<file path="src/rtl/mult_div_pkg.sv">
// Shared definitions for the sequential multiply/divide unit: operation codes
// and the controller state encoding.
package mult_div_pkg;

  localparam logic [1:0] OP_MULT  = 2'b00;
  localparam logic [1:0] OP_MULTU = 2'b01;
  localparam logic [1:0] OP_DIV   = 2'b10;
  localparam logic [1:0] OP_DIVU  = 2'b11;

  typedef enum logic [1:0] {
    IDLE = 2'd0,
    CALC = 2'd1,
    FIX  = 2'd2
  } state_t;

endpackage

</file>
<file path="src/rtl/mult_div_unit_twos_abs.sv">
// Conditional two's-complement negate; yields |x| when neg is the sign bit,
// or applies a result sign when neg is a sign flag.
module twos_abs #(
  parameter int WIDTH = 32
) (
  input  logic [WIDTH-1:0] x,
  input  logic             neg,
  output logic [WIDTH-1:0] y
);

  assign y = neg ? (~x + WIDTH'(1)) : x;

endmodule

</file>
<file path="src/rtl/mult_div_unit.sv">
// Sequential HI/LO multiply/divide unit: radix-2 shift-add multiply and
// restoring divide on operand magnitudes, with a final sign-fix cycle.
module mult_div_unit
  import mult_div_pkg::*;
#(
  parameter int WIDTH = 32
) (
  input  logic             clock,
  input  logic             reset,
  input  logic             start,
  input  logic [1:0]       op,
  input  logic [WIDTH-1:0] a,
  input  logic [WIDTH-1:0] b,
  output logic             busy,
  output logic             done,
  output logic             div_zero,
  output logic [WIDTH-1:0] hi,
  output logic [WIDTH-1:0] lo,
  output state_t           state_dbg
);

  // Handshake: start is a one-cycle request accepted only while IDLE (which
  // includes the cycle done is high); done is a one-cycle completion pulse,
  // hi/lo are valid from that cycle and hold until the next completion.

  localparam int CW = $clog2(WIDTH);

  state_t               state;
  logic [CW-1:0]        cnt;
  logic [2*WIDTH-1:0]   acc;
  logic [WIDTH-1:0]     rem;
  logic [WIDTH-1:0]     opnd;
  logic                 is_div;
  logic                 res_neg;
  logic                 rem_neg;

  logic                 op_signed;
  logic                 op_div;
  logic                 a_neg;
  logic                 b_neg;
  logic [WIDTH-1:0]     a_mag;
  logic [WIDTH-1:0]     b_mag;
  logic [WIDTH:0]       mul_sum;
  logic [WIDTH:0]       div_shift;
  logic [WIDTH:0]       div_diff;
  logic [2*WIDTH-1:0]   prod_fix;
  logic [WIDTH-1:0]     quot_fix;
  logic [WIDTH-1:0]     rem_fix;

  assign op_signed = (op == OP_MULT) || (op == OP_DIV);
  assign op_div    = (op == OP_DIV)  || (op == OP_DIVU);
  assign a_neg     = op_signed & a[WIDTH-1];
  assign b_neg     = op_signed & b[WIDTH-1];

  twos_abs #(.WIDTH(WIDTH)) u_abs_a (.x(a), .neg(a_neg), .y(a_mag));
  twos_abs #(.WIDTH(WIDTH)) u_abs_b (.x(b), .neg(b_neg), .y(b_mag));

  // Multiply: multiplier sits in acc low half, partial product in high half.
  assign mul_sum   = {1'b0, acc[2*WIDTH-1:WIDTH]} + {1'b0, opnd};
  // Divide: dividend shifts out of acc low half while quotient bits shift in.
  assign div_shift = {rem, acc[WIDTH-1]};
  assign div_diff  = div_shift - {1'b0, opnd};

  twos_abs #(.WIDTH(2*WIDTH)) u_fix_prod (.x(acc),              .neg(res_neg), .y(prod_fix));
  twos_abs #(.WIDTH(WIDTH))   u_fix_quot (.x(acc[WIDTH-1:0]),   .neg(res_neg), .y(quot_fix));
  twos_abs #(.WIDTH(WIDTH))   u_fix_rem  (.x(rem),              .neg(rem_neg), .y(rem_fix));

  assign state_dbg = state;

  always_ff @(posedge clock or negedge reset) begin
    if (!reset) begin
      state    <= IDLE;
      cnt      <= '0;
      acc      <= '0;
      rem      <= '0;
      opnd     <= '0;
      is_div   <= 1'b0;
      res_neg  <= 1'b0;
      rem_neg  <= 1'b0;
      busy     <= 1'b0;
      done     <= 1'b0;
      div_zero <= 1'b0;
      hi       <= '0;
      lo       <= '0;
    end else begin
      done     <= 1'b0;
      div_zero <= 1'b0;
      case (state)
        IDLE: begin
          if (start) begin
            if (op_div && (b == '0)) begin
              done     <= 1'b1;
              div_zero <= 1'b1;
            end else begin
              opnd    <= op_div ? b_mag : a_mag;
              acc     <= {{WIDTH{1'b0}}, (op_div ? a_mag : b_mag)};
              rem     <= '0;
              cnt     <= '0;
              is_div  <= op_div;
              res_neg <= a_neg ^ b_neg;
              rem_neg <= a_neg;
              busy    <= 1'b1;
              state   <= CALC;
            end
          end
        end
        CALC: begin
          if (is_div) begin
            rem             <= div_diff[WIDTH] ? div_shift[WIDTH-1:0] : div_diff[WIDTH-1:0];
            acc[WIDTH-1:0]  <= {acc[WIDTH-2:0], ~div_diff[WIDTH]};
          end else begin
            acc <= acc[0] ? {mul_sum, acc[WIDTH-1:1]} : {1'b0, acc[2*WIDTH-1:1]};
          end
          cnt <= cnt + CW'(1);
          if (cnt == CW'(WIDTH - 1)) state <= FIX;
        end
        FIX: begin
          if (is_div) begin
            hi <= rem_fix;
            lo <= quot_fix;
          end else begin
            {hi, lo} <= prod_fix;
          end
          done  <= 1'b1;
          busy  <= 1'b0;
          state <= IDLE;
        end
        default: state <= IDLE;
      endcase
    end
  end

endmodule

</file>
<file path="config.mk">
export PLATFORM = sky130hd
export DESIGN_NAME = mult_div_unit
export DESIGN_NICKNAME = d
export VERILOG_FILES = /design/src/rtl/mult_div_pkg.sv /design/src/rtl/mult_div_unit_twos_abs.sv /design/src/rtl/mult_div_unit.sv
export SDC_FILE = /design/constraint.sdc
export NUM_CORES = 1
export LEC_CHECK = 0
export BUFFER_PORTS_ARGS = -buffer_cell sky130_fd_sc_hd__buf_2
export CORE_ASPECT_RATIO = 1.5
export CORE_MARGIN = 2
export CORE_UTILIZATION = 67
export DETAILED_ROUTE_END_ITERATION = 10
export MAX_ROUTING_LAYER = met4
export PLACE_DENSITY = 0.95
export RECOVER_POWER = 50
export SLEW_MARGIN = 20
export SYNTH_ARGS = -nofsm -noshare
export SYNTH_HDL_FRONTEND = slang
export SYNTH_SLANG_ARGS = --single-unit
</file>
<file path="constraint.sdc">
create_clock -name clock -period 5.4 [get_ports clock]
set_input_delay 0.81 -clock clock [delete_from_list [all_inputs] [get_ports clock]]
set_output_delay 0.81 -clock clock [all_outputs]
set_load 0.005 [all_outputs]
</file>
==> results.rst <==
.. list-table::
   :header-rows: 1

   * - Metric
     - Value
   * - Arrival time at the worst endpoint
     - 4.31 ns
   * - Largest fanout of any net on the critical path
     - 21
   * - Synthesized-area fraction occupied by xor and xnor cells
     - 10.2%
   * - Number of synthesized register bits
     - 205
   * - Initial Utilization
     - 67.9%
   * - Cell types with the highest counts after synthesis
     - 228 x nand2_1, 225 x o21ai_0, 205 x dfrtp_1
   * - Global route overflow
     - 0
   * - Proportion of synthesized chip area in sequential cells
     - 31.1%
   * - Worst slew margin relative to its limit
     - -124%
   * - Fraction of power spent switching nets
     - 51.0%
   * - P_int
     - 6.42 mW
   * - Mean instance size in the synthesized netlist
     - 7.97 um^2
   * - Reg-to-reg slack, setup
     - 1.45 ns
   * - Cell count of the worst reg-to-reg path
     - 13
   * - Sequential group share of total power
     - 27.4%
   * - Die height
     - 196 um
   * - Final setup viols
     - 0
   * - Share of the synthesized area in compound gates (AO/OA/AOI/OAI)
     - 24.4%
   * - Total Die Area
     - 25,900 um^2
   * - Total length of routed met2 wires
     - 25.9 mm
   * - TritonCTS buffer count
     - 21
   * - Post-route ant nets
     - 0
   * - Number of gates resized after cts
     - 0
   * - Element type at the critical path start
     - flop
   * - Post-Synthesis Net Count
     - 2,207
   * - Maximum level of the CTS H-tree
     - 1
   * - Die Span X
     - 132 um
   * - Synthesized cell area
     - 16,500 um^2
   * - Multiplexer fraction of the synthesized cell area
     - 4.72%
   * - Total of hold buffers inserted after clock tree synthesis
     - 0
   * - Setup total negative slack
     - 0 ns
   * - Met3 WL post-DR
     - 3.99 mm
   * - Async set-or-reset flop fraction in the synthesized netlist
     - 100%
   * - Setup CP Type
     - flop to flop
   * - Number of placement rows
     - 70
   * - Final #Nets
     - 2,251
   * - Per-cell routed wire length
     - 22.4 um
   * - Routed vias/inst
     - 6.72
   * - Total global routing track utilization
     - 43.4%
   * - Max-slew violation count
     - 309
   * - Required time of the critical path
     - 5.76 ns
   * - Number of top-level pins
     - 138
   * - Highest clock frequency the design can meet
     - 253 MHz
   * - Bufs on Longest Clock Path
     - 3
   * - Number of global-route vias before repair
     - 15,866
   * - Post-Synthesis Cells
     - 2,066
   * - Number of enable-type register cells in the synthesized netlist
     - 0
   * - Clock root buffer
     - clkbuf_16
   * - Main combinational cell family by area after synthesis
     - compound AO/OA/AOI/OAI gates
   * - Largest area contributor in the synthesized netlist
     - dfrtp_1
   * - Number of detailed-route iterations in the first pass
     - 6
   * - First-pass GRT wire length
     - 85.8 mm
   * - Final RePlAce weighted congestion
     - 1.03
   * - Count leader, synth
     - nand2_1
   * - Status
     - finished, violations left
   * - Number of clock sinks
     - 205
   * - Failing checks
     - max-capacitance violations, max-slew violations
   * - Final clock period utilization by the worst path
     - 73.2%
   * - Slew of the pin with the lowest slew margin
     - 3.36 ns
   * - Detail Placement HPWL
     - 40.9 mm
   * - Post-CTS setup buffer count
     - 0
   * - Synthesized-area fraction occupied by and/or/nand/nor cells
     - 19.2%
   * - Reported leakage power
     - 7.87 nW
   * - Routed length on met1
     - 18.8 mm
   * - Port Buf Inserts
     - 137
   * - Largest net degree at the start of global routing
     - 119
   * - Number of vias after detailed routing
     - 16,471
   * - Initial antenna violation count
     - 0
   * - Endpoint kind of the worst setup timing path
     - flop
   * - Filler cell count in the final layout
     - 1,892
   * - Unrepaired setup endpoints after global routing
     - false
   * - Share of synthesized cell area in full adder, half adder and majority cells
     - 5.56%
   * - Path class of the lowest-slack min-delay path
     - flop to flop
   * - Total power density per cell area
     - 733 nW/um^2
   * - Core Area
     - 24,300 um^2
   * - Shortest clock period the worst path allows after layout
     - 3.95 ns
   * - Part of the power in combinational logic
     - 61.1%
   * - Post-Route Skew
     - 0.0331 ns
   * - Clock latency on the worst-skew pair
     - 0.54 ns
   * - DRC Markers
     - 0
   * - Final Hold Fails
     - 0
   * - YS warnings
     - 0
   * - Yosys cell types
     - 78
   * - Top FF cell, synth
     - dfrtp_1
   * - Reported net switching power
     - 6.68 mW
   * - Layout Area Growth over Synthesis
     - 8.54%
   * - Count of max-cap constraint violations
     - 3
   * - IR drop worst, VDD
     - 409 uV
   * - Max Used Layer
     - met4
   * - Hold Path Stages
     - 2
   * - TritonCTS clock tree
     - done
   * - Proportion of power drawn by the clock network
     - 11.5%
   * - Top cells by area, synth
     - dfrtp_1 31%, o21ai_0 6.8%, a21oi_1 5.5%, ha_1 5.3%, xnor2_1 5.3%
   * - Core occupancy in the finished layout
     - 73.7%
   * - Routed WL
     - 54.8 mm
   * - Share of post-route cells with drive strength above 1
     - 10.2%
   * - Violation count after the first detailed-route iteration
     - 1,670
   * - Clock transition at the register clock pins on the worst setup and hold paths after CTS
     - 0.07 ns
   * - Fraction of synthesized cell area taken by the top area cell type
     - 31.1%
## layout make-up
| type | instances | area (um^2) | area share, % |
|---|---|---|---|
| tap | 324 | 405 | 2.27 |
| antenna | 1 | 2.50 | 0.0140 |
| clock inverter | 13 | 135 | 0.756 |
| timing repair buffer | 154 | 827 | 4.63 |
| clock buffer | 25 | 561 | 3.14 |
| sequential | 205 | 5130 | 28.7 |
| multi-input combinational | 1669 | 10600 | 59.3 |
| inverter | 59 | 221 | 1.24 |
## cells in the final DEF (no fill, tap or decap), types with 10 or more instances in the layout
cell type,n
a211oi_1,18
nand2_1,228
nand4_1,13
or3_1,23
or4_1,16
nor2b_1,26
nor3_1,32
nand2b_1,26
o21ai_1,30
o21bai_1,13
nor2_1,130
xor2_1,92
and3_1,24
o41ai_1,18
a31oi_1,35
buf_4,15
buf_2,127
o31ai_1,37
a21oi_1,181
ha_1,70
nand3_1,83
o211ai_1,20
inv_1,58
xnor2_1,99
dfrtp_1,204
or2_2,10
clkbuf_16,21
clkbuf_1,11
o21ai_0,225
mux2i_1,71
a21o_1,37
## final timing paths
kind / endpoint / startpoint
hold / removal: hi[7] / hi[7]
min in group asynchronous: acc[15] / reset
setup reg to reg: rem[14] / acc[31]
hold reg to reg: hi[7] / hi[7]
setup / recovery: rem[14] / acc[31]
max in group asynchronous: is_div / reset
## registers in the layout, indices dropped and copies added, names as in the netlist
signal	flops
busy	1
rem_neg	1
is_div	1
res_neg	1
cnt	5
acc	64
state_dbg	2
done	1
hi	32
rem	32
div_zero	1
lo	32
opnd	32
## critical path, cell delays in order (launching register included)
cell	delay, ns
dfrtp_1	0.42
inv_1	0.11
ha_1	0.24
fa_1	0.41
nand2b_1	0.18
a21oi_1	0.23
o211ai_1	0.17
a311oi_1	0.51
nand2_1	0.13
o211ai_1	0.24
xnor2_4	0.33
buf_4	0.43
mux2i_1	0.27
o21ai_0	0.11
## per-stage QoR
step | power, mW | area, um^2 | worst slack, ns | instances | hold slack (ns)
finish | 13.1 | 17900 | 1.45 | 2450 | 0.472
global route | 14.0 | 17900 | 1.12 | 2449 | 0.502
CTS | 12.8 | 17900 | 1.39 | 2449 | 0.430
detailed placement | 11.3 | 17200 | 1.09 | 2411 | 0.463
global placement | 11.0 | 17200 | 1.19 | 2411 | 0.445
floorplan | 8.89 | 16500 | 1.89 | 2066 | 0.463
## power groups by stage
stage | Sequential (mW) | Combinational, mW | Clock [mW]
floorplan | 2.92 | 5.97 | 0
global placement | 3.47 | 7.51 | 0
detailed placement | 3.51 | 7.75 | 0
CTS | 3.49 | 7.85 | 1.50
global route | 3.63 | 8.80 | 1.56
finish | 3.59 | 8.01 | 1.50
## logic make-up (layout without fill, tap and decap cells)
kind of cell             count (synthesis)  count (layout)
AO/OA/AOI/OAI                          674             674
XOR/XNOR                               192             192
adder cells (fa/ha/maj)                 72              72
buffers and inverters                  192             251
flip-flops                             205             205
multiplexers                            77              77
other                                    0               1
AND/OR/NAND/NOR                        654             654
## routing by layer
layer	global-route usage, %	up-vias
met1	45.6	7748
met3	5.61	280
met2	71.5	916
li1	-	7527
met4	38.2	0
met5	-	-
(Power assumes the default switching activity.)
